`src/rtl/regwb_arbiter_if.sv`:
```
// Write-back bus between the two requesters and the register-file write port.
// Carries both requester handshakes, the registered write port and the
// pending-write scoreboard (meaningful only when REGWB_SCOREBOARD_EN is defined).
interface regwb_arbiter_if #(
  parameter int DATA_W = 32,
  parameter int REG_AW = 5
);
  logic                     req0_valid;
  logic [REG_AW-1:0]        req0_reg;
  logic [DATA_W-1:0]        req0_data;
  logic                     req0_ready;
  logic                     req1_valid;
  logic [REG_AW-1:0]        req1_reg;
  logic [DATA_W-1:0]        req1_data;
  logic                     req1_ready;
  logic                     RegWrite;
  logic [REG_AW-1:0]        write_reg;
  logic [DATA_W-1:0]        write_data;
  logic [(2**REG_AW)-1:0]   busy;

  // Requester / register-file side.
  modport master (
    output req0_valid, req0_reg, req0_data,
    input  req0_ready,
    output req1_valid, req1_reg, req1_data,
    input  req1_ready,
    input  RegWrite, write_reg, write_data, busy
  );

  // Arbiter side.
  modport slave (
    input  req0_valid, req0_reg, req0_data,
    output req0_ready,
    input  req1_valid, req1_reg, req1_data,
    output req1_ready,
    output RegWrite, write_reg, write_data, busy
  );
endinterface

```
`src/rtl/regwb_arbiter.sv`:
```
// Write-back arbiter for the register file's single write port.
// Requester 0 (ALU, older) and requester 1 (load) share the port with a
// round-robin pointer; same-register collisions always favour requester 0 to
// keep program order. Register-0 writes are accepted and silently discarded.
// The winning write is registered onto RegWrite/write_reg/write_data.
// Optional feature macro: REGWB_SCOREBOARD_EN -- when defined, busy carries the
// per-register pending-write scoreboard; when undefined, busy is all zeros.
module regwb_arbiter #(
  parameter int DATA_W = 32,
  parameter int REG_AW = 5
) (
  input  logic                clk,
  input  logic                rst,
  regwb_arbiter_if.slave      wb
);

  localparam int NREG = 2 ** REG_AW;
  localparam logic [REG_AW-1:0] REG_ZERO = {REG_AW{1'b0}};

  logic              real0_s;
  logic              real1_s;
  logic              zero0_s;
  logic              zero1_s;
  logic              same_s;
  logic              grant0_s;
  logic              grant1_s;

  // rr_q names the requester that wins the next contended, non-colliding cycle.
  logic              rr_q;
  logic              rr_d;
  logic              we_q;
  logic              we_d;
  logic [REG_AW-1:0] wreg_q;
  logic [REG_AW-1:0] wreg_d;
  logic [DATA_W-1:0] wdata_q;
  logic [DATA_W-1:0] wdata_d;

  // Classify requests and pick at most one real winner this cycle.
  always_comb begin
    real0_s  = wb.req0_valid && (wb.req0_reg != REG_ZERO);
    real1_s  = wb.req1_valid && (wb.req1_reg != REG_ZERO);
    zero0_s  = wb.req0_valid && (wb.req0_reg == REG_ZERO);
    zero1_s  = wb.req1_valid && (wb.req1_reg == REG_ZERO);
    same_s   = (wb.req0_reg == wb.req1_reg);
    grant0_s = 1'b0;
    grant1_s = 1'b0;
    if (real0_s && real1_s) begin
      // Same destination: older requester first, pointer ignored.
      if (same_s || (rr_q == 1'b0)) begin
        grant0_s = 1'b1;
      end else begin
        grant1_s = 1'b1;
      end
    end else if (real0_s) begin
      grant0_s = 1'b1;
    end else if (real1_s) begin
      grant1_s = 1'b1;
    end else begin
      grant0_s = 1'b0;
      grant1_s = 1'b0;
    end
  end

  // Register-0 requests never occupy the write slot, so they are always ready.
  assign wb.req0_ready = zero0_s || grant0_s;
  assign wb.req1_ready = zero1_s || grant1_s;

  // Next-state for the pointer and the output stage.
  always_comb begin
    rr_d    = rr_q;
    we_d    = 1'b0;
    wreg_d  = wreg_q;
    wdata_d = wdata_q;
    if (grant0_s) begin
      rr_d    = 1'b1;
      we_d    = 1'b1;
      wreg_d  = wb.req0_reg;
      wdata_d = wb.req0_data;
    end else if (grant1_s) begin
      rr_d    = 1'b0;
      we_d    = 1'b1;
      wreg_d  = wb.req1_reg;
      wdata_d = wb.req1_data;
    end else begin
      rr_d    = rr_q;
      we_d    = 1'b0;
    end
  end

  // Pointer and registered write port; reset drops any staged write.
  always_ff @(posedge clk or negedge rst) begin
    if (!rst) begin
      rr_q    <= 1'b0;
      we_q    <= 1'b0;
      wreg_q  <= {REG_AW{1'b0}};
      wdata_q <= {DATA_W{1'b0}};
    end else begin
      rr_q    <= rr_d;
      we_q    <= we_d;
      wreg_q  <= wreg_d;
      wdata_q <= wdata_d;
    end
  end

  assign wb.RegWrite   = we_q;
  assign wb.write_reg  = wreg_q;
  assign wb.write_data = wdata_q;

`ifdef REGWB_SCOREBOARD_EN
  localparam logic [NREG-1:0] ONE_HOT0 = {{(NREG-1){1'b0}}, 1'b1};

  logic [NREG-1:0] pend0_s;
  logic [NREG-1:0] pend1_s;
  logic [NREG-1:0] stage_s;

  // Pending writes: presented requests plus the write currently on the port.
  always_comb begin
    pend0_s = real0_s ? (ONE_HOT0 << wb.req0_reg) : {NREG{1'b0}};
    pend1_s = real1_s ? (ONE_HOT0 << wb.req1_reg) : {NREG{1'b0}};
    stage_s = we_q    ? (ONE_HOT0 << wreg_q)      : {NREG{1'b0}};
  end

  // Register 0 is hard-wired and never reported busy.
  assign wb.busy = (pend0_s | pend1_s | stage_s) & ~ONE_HOT0;
`else
  assign wb.busy = {NREG{1'b0}};
`endif

endmodule

```
`src/flat_wrapper.sv`:
```
// flat-port wrapper written by rule: the top's interface ports become plain ports
module regwb_arbiter_flat 
#(
  parameter int DATA_W = 32,
  parameter int REG_AW = 5
)
  (clk, rst, wb_req0_valid, wb_req0_reg, wb_req0_data, wb_req0_ready, wb_req1_valid, wb_req1_reg, wb_req1_data, wb_req1_ready, wb_RegWrite, wb_write_reg, wb_write_data, wb_busy);
  regwb_arbiter_if #(.DATA_W(DATA_W), .REG_AW(REG_AW)) wb_i ();
  input  logic clk;
  input  logic rst;
  input wire logic [$bits(wb_i.req0_valid)-1:0] wb_req0_valid;
  input wire logic [$bits(wb_i.req0_reg)-1:0] wb_req0_reg;
  input wire logic [$bits(wb_i.req0_data)-1:0] wb_req0_data;
  output wire logic [$bits(wb_i.req0_ready)-1:0] wb_req0_ready;
  input wire logic [$bits(wb_i.req1_valid)-1:0] wb_req1_valid;
  input wire logic [$bits(wb_i.req1_reg)-1:0] wb_req1_reg;
  input wire logic [$bits(wb_i.req1_data)-1:0] wb_req1_data;
  output wire logic [$bits(wb_i.req1_ready)-1:0] wb_req1_ready;
  output wire logic [$bits(wb_i.RegWrite)-1:0] wb_RegWrite;
  output wire logic [$bits(wb_i.write_reg)-1:0] wb_write_reg;
  output wire logic [$bits(wb_i.write_data)-1:0] wb_write_data;
  output wire logic [$bits(wb_i.busy)-1:0] wb_busy;
  assign wb_i.req0_valid = wb_req0_valid;
  assign wb_i.req0_reg = wb_req0_reg;
  assign wb_i.req0_data = wb_req0_data;
  assign wb_req0_ready = wb_i.req0_ready;
  assign wb_i.req1_valid = wb_req1_valid;
  assign wb_i.req1_reg = wb_req1_reg;
  assign wb_i.req1_data = wb_req1_data;
  assign wb_req1_ready = wb_i.req1_ready;
  assign wb_RegWrite = wb_i.RegWrite;
  assign wb_write_reg = wb_i.write_reg;
  assign wb_write_data = wb_i.write_data;
  assign wb_busy = wb_i.busy;
  regwb_arbiter #(.DATA_W(DATA_W), .REG_AW(REG_AW)) u_core (.clk(clk), .rst(rst), .wb(wb_i));
endmodule
```
`config.mk`:
```
export PLATFORM = sky130hd
export DESIGN_NAME = regwb_arbiter_flat
export DESIGN_NICKNAME = d
export VERILOG_FILES = /design/src/rtl/regwb_arbiter_if.sv /design/src/rtl/regwb_arbiter.sv /design/src/flat_wrapper.sv
export SDC_FILE = /design/constraint.sdc
export NUM_CORES = 1
export LEC_CHECK = 0
export CAP_MARGIN = 0
export CORE_MARGIN = 4
export CORE_UTILIZATION = 35
export CTS_CLUSTER_DIAMETER = 30
export DETAILED_ROUTE_END_ITERATION = 8
export PLACE_DENSITY = 0.81
export SYNTH_ARGS = -nofsm -noshare
export SYNTH_HDL_FRONTEND = slang
export SYNTH_SLANG_ARGS = --single-unit
export TNS_END_PERCENT = 1
```
`constraint.sdc`:
```
create_clock -name clk -period 2.8 [get_ports clk]
set_input_delay 0.7 -clock clk [delete_from_list [all_inputs] [get_ports clk]]
set_output_delay 0.7 -clock clk [all_outputs]
set_load 0.005 [all_outputs]
```
==> results_dict.tcl, run 1 <==
set metrics [dict create \
    setup_viol_count_final 0 \
    ys_ff_latch 39 \
    detail-route-antenna-nets 0 \
    initial_core_util_pct 36.0 \
    tns_ns 0 \
    core_mm2 0.00592 \
    p_leak_uw 0.00164 \
    seqPwrFrac_pct 42.3 \
    clkTransAtPathRegs_ns 0.07 \
    drt-initial-drc-count 55 \
    drt_first_pass_iters 4 \
    yosys.area.top_type_share_pct 45.7 \
    end_kind "output port" \
    cp_data_required_time_ns 2.10 \
    cts_buffers 5 \
    fin_cells 398 \
    ys_top_cells_by_area "dfrtp_1 46%, a221o_1 16%, buf_4 11%" \
    largest_reg_flops 32 \
    antenna_found_initial 0 \
    p_comb_share_pct 35.0 \
    reg2reg_depth 6 \
    final.period_utilization_pct 98.1 \
    critPathKind "input pin to output port" \
    vias_per_cell 4.97 \
    pwr-share-clk_pct 22.7 \
    dieArea_mm2 0.00741 \
    cts-root-buf "clkbuf_8" \
    synth_cell_types 30 \
    io-pin-count 150 \
    synth_top_area_cell "dfrtp_1" \
    wl_um 6640 \
    io_buffers 117 \
    net-switching-power_uw 441 \
    n_antenna_cell 0 \
    crit_fanout 2 \
    rsz0062_at_grt "false" \
    die_w_um 86.1 \
    maxCapViolCount 0 \
    syn_inst 188 \
    grt_first_pass_wirelength_um 10000 \
    p_per_area_mw_per_mm2 457 \
    drive_gt1_share_pct 17.3 \
    grt_usage_pct 17.2 \
    reg2reg_slack_ns 1.01 \
    preCtsSetupSlack_ns -0.558 \
    peakVddDrop_uv 199 \
    cts.sinks 39 \
    cts.path.max_buffers 2 \
    clock_latency_ns 0.28 \
    post_drt_wl_per_cell_um 16.7 \
    synth_area_per_cell_um2 11.3 \
    rows 28 \
    finish.net_count 400 \
    status "complete, no violations" \
    dp_cells 381 \
    slew_violations 0 \
    ys_seq_area_share_pct 45.7 \
    max_clock_freq_mhz 364 \
    tightest_slew_ns 0.865 \
    syn2layout_area_growth_pct 66.0 \
    chipHeight_um 86.1 \
    switching_share_pct 27.2 \
    vias 1980 \
    remaining_drc_errors 0 \
    fin_ws_ns 0.0531 \
    timing.final.crit_period_ns 2.75 \
    hold_path_class "input pin to asynchronous set/reset pin" \
    h-tree-depth 2 \
    grt_pass1_vias 2035 \
    hold_buffers 0 \
    netlist_area_mm2 0.00213 \
    cts_tree "built" \
    relSlewSlack_pct 42.4 \
    hold_violations 0 \
    dp_hpwl_um 4600 \
    gp_congestion 0.820 \
    cp.arrival_ns 2.05 \
    start_kind "input pin" \
    grt.overflow.total 0 \
    skew_ns 0.00212 \
    yosys_warnings 0 \
    grt_max_degree 40 \
    p_int_uw 1180 \
]
## layout by cell type (no fill, tap or decap), drive strengths merged, types with 2 or more instances in the layout
cell           synthesis  final
a221o                 37     37
and2                   2      2
and3                  37     37
buf                   39     26
clkbuf                 6      7
clkdlybuf4s15          0      3
clkdlybuf4s50          0    104
conb                   1     32
dfrtp                 39     39
dlygate4sd2            0      7
nand2                  4      4
nor2                   3      3
o21ai                  4      4
or4                    2      2
xnor2                  5      5
## synth_stat cells, drive strengths merged
cell type / number
inv: 1
a211oi: 1
nor2b: 1
nor2: 3
or4: 2
and2b: 1
a21boi: 1
conb: 1
a221o: 37
o21ai: 4
nand2: 4
buf: 39
and3: 37
nand3: 1
clkbuf: 6
dfrtp: 39
o211ai: 1
o21a: 1
o31a: 1
and2: 2
xnor2: 5
## what timing repair did
action                                 CTS  global route
gates resized for setup                 19            13
pin swaps                                5             7
setup buffers                           12             0
gates cloned                             0             0
endpoints found under the hold margin    0             0
setup endpoints to repair                2            34
## routing by layer
metal | vias to the layer above | GRT usage (%) | wire length (um)
li1 | 924 | - | -
met1 | 959 | 20.5 | 2580
met2 | 91 | 29.6 | 3470
met3 | 6 | 5.67 | 535
met4 | 0 | 4.32 | 48
met5 | - | 0 | 0
## power by group through the flow
| stage | sequential [uW] | clock, uW | combinational (uW) |
|---|---|---|---|
| finish | 686 | 368 | 566 |
| global route | 698 | 405 | 609 |
| CTS | 685 | 382 | 557 |
| detailed placement | 692 | 0 | 548 |
| global placement | 690 | 0 | 539 |
| floorplan | 696 | 0 | 218 |
## per-stage QoR
stage	cell area (um^2)	hold WS (ns)	total power, uW	utilization [%]
6_report	3540	0.521	1620	59.8
5_1_grt	3540	0.554	1710	59.8
4_1_cts	3480	0.523	1620	58.9
3_5_place_dp	3340	0.506	1240	56.4
3_3_place_gp	3340	0.501	1230	56.4
2_1_floorplan	2250	0.404	914	-
## kinds of logic after synthesis
family                 share of synthesized area (%)
AND/OR/NAND/NOR                                 15.5
AO/OA/AOI/OAI                                   21.2
buffers and inverters                           15.3
flip-flops                                      45.7
XOR/XNOR                                        2.05
other                                          0.176
## worst max-delay path: stages
cell,delay [ns]
dlygate4sd2_1,0.24
or4_4,0.52
buf_4,0.17
nor2_4,0.08
o31a_1,0.12
clkdlybuf4s15_1,0.21
## final cells by class
| cell class | instances | area (um^2) |
|---|---|---|
| Sequential cell | 39 | 976 |
| Clock inverter | 1 | 5.00 |
| Fill cell | 520 | 2380 |
| Multi-Input combinational cell | 134 | 1010 |
| Timing Repair Buffer | 141 | 1380 |
| Tap cell | 75 | 93.8 |
| Clock buffer | 7 | 76.3 |
| Inverter | 1 | 3.75 |
## path summary, 6_finish.rpt
check / to / start
hold / removal: u_core.wb.write_data[5] / rst
max in group asynchronous: u_core.wb.write_data[12] / rst
hold reg to reg: u_core.wb.write_reg[4] / u_core.wb.write_reg[4]
setup reg to reg: u_core.wb.write_data[12] / u_core.rr_q
min in group clk: u_core.wb.write_reg[4] / u_core.wb.write_reg[4]
setup / recovery: wb_req0_ready / wb_req0_reg[0]
Note: power is estimated with default switching activity, not from simulation.
==> inputs of run 2 (changes only) <==
--- a/config.mk
+++ b/config.mk
@@ -5,7 +5,6 @@
 export SDC_FILE = /design/constraint.sdc
 export NUM_CORES = 1
 export LEC_CHECK = 0
-export CAP_MARGIN = 0
 export CORE_MARGIN = 4
 export CORE_UTILIZATION = 35
 export CTS_CLUSTER_DIAMETER = 30
==> results of run 2 <==
No change in the layout: final DEF, timing and power equal those of run 1.
==> inputs of run 3 (changes only) <==
--- a/config.mk
+++ b/config.mk
@@ -9,7 +9,7 @@
 export CORE_UTILIZATION = 35
 export CTS_CLUSTER_DIAMETER = 30
 export DETAILED_ROUTE_END_ITERATION = 8
-export PLACE_DENSITY = 0.81
+export PLACE_DENSITY = 0.88
 export SYNTH_ARGS = -nofsm -noshare
 export SYNTH_HDL_FRONTEND = slang
 export SYNTH_SLANG_ARGS = --single-unit
==> constraint.sdc (replaced) <==
create_clock -name clk -period 2.6 [get_ports clk]
set_input_delay 0.65 -clock clk [delete_from_list [all_inputs] [get_ports clk]]
set_output_delay 0.65 -clock clk [all_outputs]
set_load 0.005 [all_outputs]
==> results_dict.tcl, run 3 (synthesized netlist as in run 1, its figures left out) <==
set metrics [dict create \
    cts_buffers 5 \
    maxCapViolCount 0 \
    h-tree-depth 2 \
    post_drt_wl_per_cell_um 16.7 \
    initial_core_util_pct 36.0 \
    hold_buffers 0 \
    core_mm2 0.00592 \
    drive_gt1_share_pct 19.1 \
    cp_slowest_cell "a211oi_2" \
    clock_latency_ns 0.29 \
    finish.net_count 401 \
    fin_cells 399 \
    grt_first_pass_wirelength_um 10100 \
    setup_viol_count_final 0 \
    final_core_util_pct 59.3 \
    status "complete, no violations" \
    grt_usage_pct 17.3 \
    tightest_slew_ns 0.859 \
    slowest_delay_ns 0.30 \
    hold_path_class "input pin to asynchronous set/reset pin" \
    skew_ns 0.0117 \
    drt_first_pass_iters 4 \
    path_cells "clkdlybuf4s15_1 -> buf_4 -> xnor2_2 -> a21boi_1 -> a211oi_2 -> o21ai_1 -> and2_1 -> buf_2" \
    cp_top_family "compound AO/OA/AOI/OAI gates" \
    cts.sinks 39 \
    layout_commonest_cell "clkdlybuf4s50_1" \
    crit_fanout 3 \
    cts_tree "built" \
    grt_max_degree 40 \
    clkTransAtPathRegs_ns 0.08 \
    wl_um 6660 \
    dp_hpwl_um 4910 \
    io_buffers 117 \
    critPathKind "input pin to output port" \
    dieArea_mm2 0.00741 \
    chipHeight_um 86.1 \
    vias_per_cell 5.01 \
    remaining_drc_errors 0 \
    rows 28 \
    start_kind "input pin" \
    cp.arrival_ns 1.94 \
    grt_pass1_vias 2071 \
    io-pin-count 150 \
    p_leak_uw 0.00163 \
    cts.path.max_buffers 2 \
    syn2layout_area_growth_pct 64.6 \
    grt.overflow.total 0 \
    largest_reg_flops 32 \
    final.period_utilization_pct 99.7 \
    antenna_found_initial 0 \
    dp_cells 389 \
    die_w_um 86.1 \
    peakVddDrop_uv 281 \
    cts-root-buf "clkbuf_8" \
    p_per_area_mw_per_mm2 495 \
    n_antenna_cell 0 \
    drt-initial-drc-count 52 \
    relSlewSlack_pct 42.7 \
    layout_common_cells "104 x clkdlybuf4s50_1, 39 x dfrtp_1, 34 x a221o_1, 32 x and3_1, 32 x conb_1" \
    slew_violations 0 \
    cp_data_required_time_ns 1.95 \
    hold_violations 0 \
    gp_congestion 0.763 \
    detail-route-antenna-nets 0 \
    path_buf_inv 3 \
    end_kind "output port" \
    timing.final.crit_period_ns 2.59 \
    max_clock_freq_mhz 386 \
    vias 1999 \
]
-- run 3: cell types whose count changed in the layout (fill, tap and decap cells not counted), sizes merged --
cell | previous run | this run
dlymetal6s2s | 1 | 0
dlygate4sd2 | 7 | 2
clkbuf | 7 | 11
buf | 26 | 29
-- run 3: per-layer routing --
layer,up-vias,routed length [um],GRT usage [%]
met5,-,0,0
met4,0,43,3.88
met3,4,552,4.90
met2,96,3430,30.3
met1,974,2640,21.0
li1,925,-,-
-- run 3: final timing paths --
kind                                   startpoint                       end  slack (ns)  depth (start not counted)
max                                wb_req0_reg[0]             wb_req1_ready       0.007                          8
max in group asynchronous                     rst  u_core.wb.write_data[31]        1.58                          1
max reg2reg                           u_core.rr_q  u_core.wb.write_data[16]        0.78                          6
min reg2reg                u_core.wb.write_reg[3]    u_core.wb.write_reg[3]        0.52                          1
min in group clk           u_core.wb.write_reg[3]    u_core.wb.write_reg[3]        0.52                          1
min                                           rst   u_core.wb.write_data[2]        0.47                          1
-- run 3: timing repair --
action                                  4_1_cts  5_1_grt
pin swaps                                     9        7
hold endpoints to repair                      0        0
endpoints found under the setup margin       34        3
gates resized for setup                      28       16
setup buffers                                 3        2
-- run 3: metrics by stage --
stage	TNS, ns	cell area, um^2	hold WS [ns]	power [uW]	setup slack, ns
CTS	-0.0361	3480	0.503	1750	-0.0361
global placement	-12.67	3400	0.500	1340	-0.719
global route	-0.0536	3510	0.545	1840	-0.0536
detailed placement	-14.00	3400	0.503	1350	-0.739
floorplan	0	2250	0.354	985	0.168
finish	0	3510	0.469	1740	0.00743
-- run 3: final cells by class --
type | instances | area, um^2
clock buffer | 7 | 76.3
clock inverter | 1 | 5.00
fill | 490 | 2410
inverter | 1 | 3.75
multi-input combinational | 134 | 1000
sequential | 39 | 976
tap | 75 | 93.8
timing repair buffer | 142 | 1350
-- run 3: report_power, final --
group	switching (uW)	internal, uW	leakage [uW]
Clock	205	188	0.0000422
Sequential	45.3	691	0.000468
Combinational	220	390	0.00112
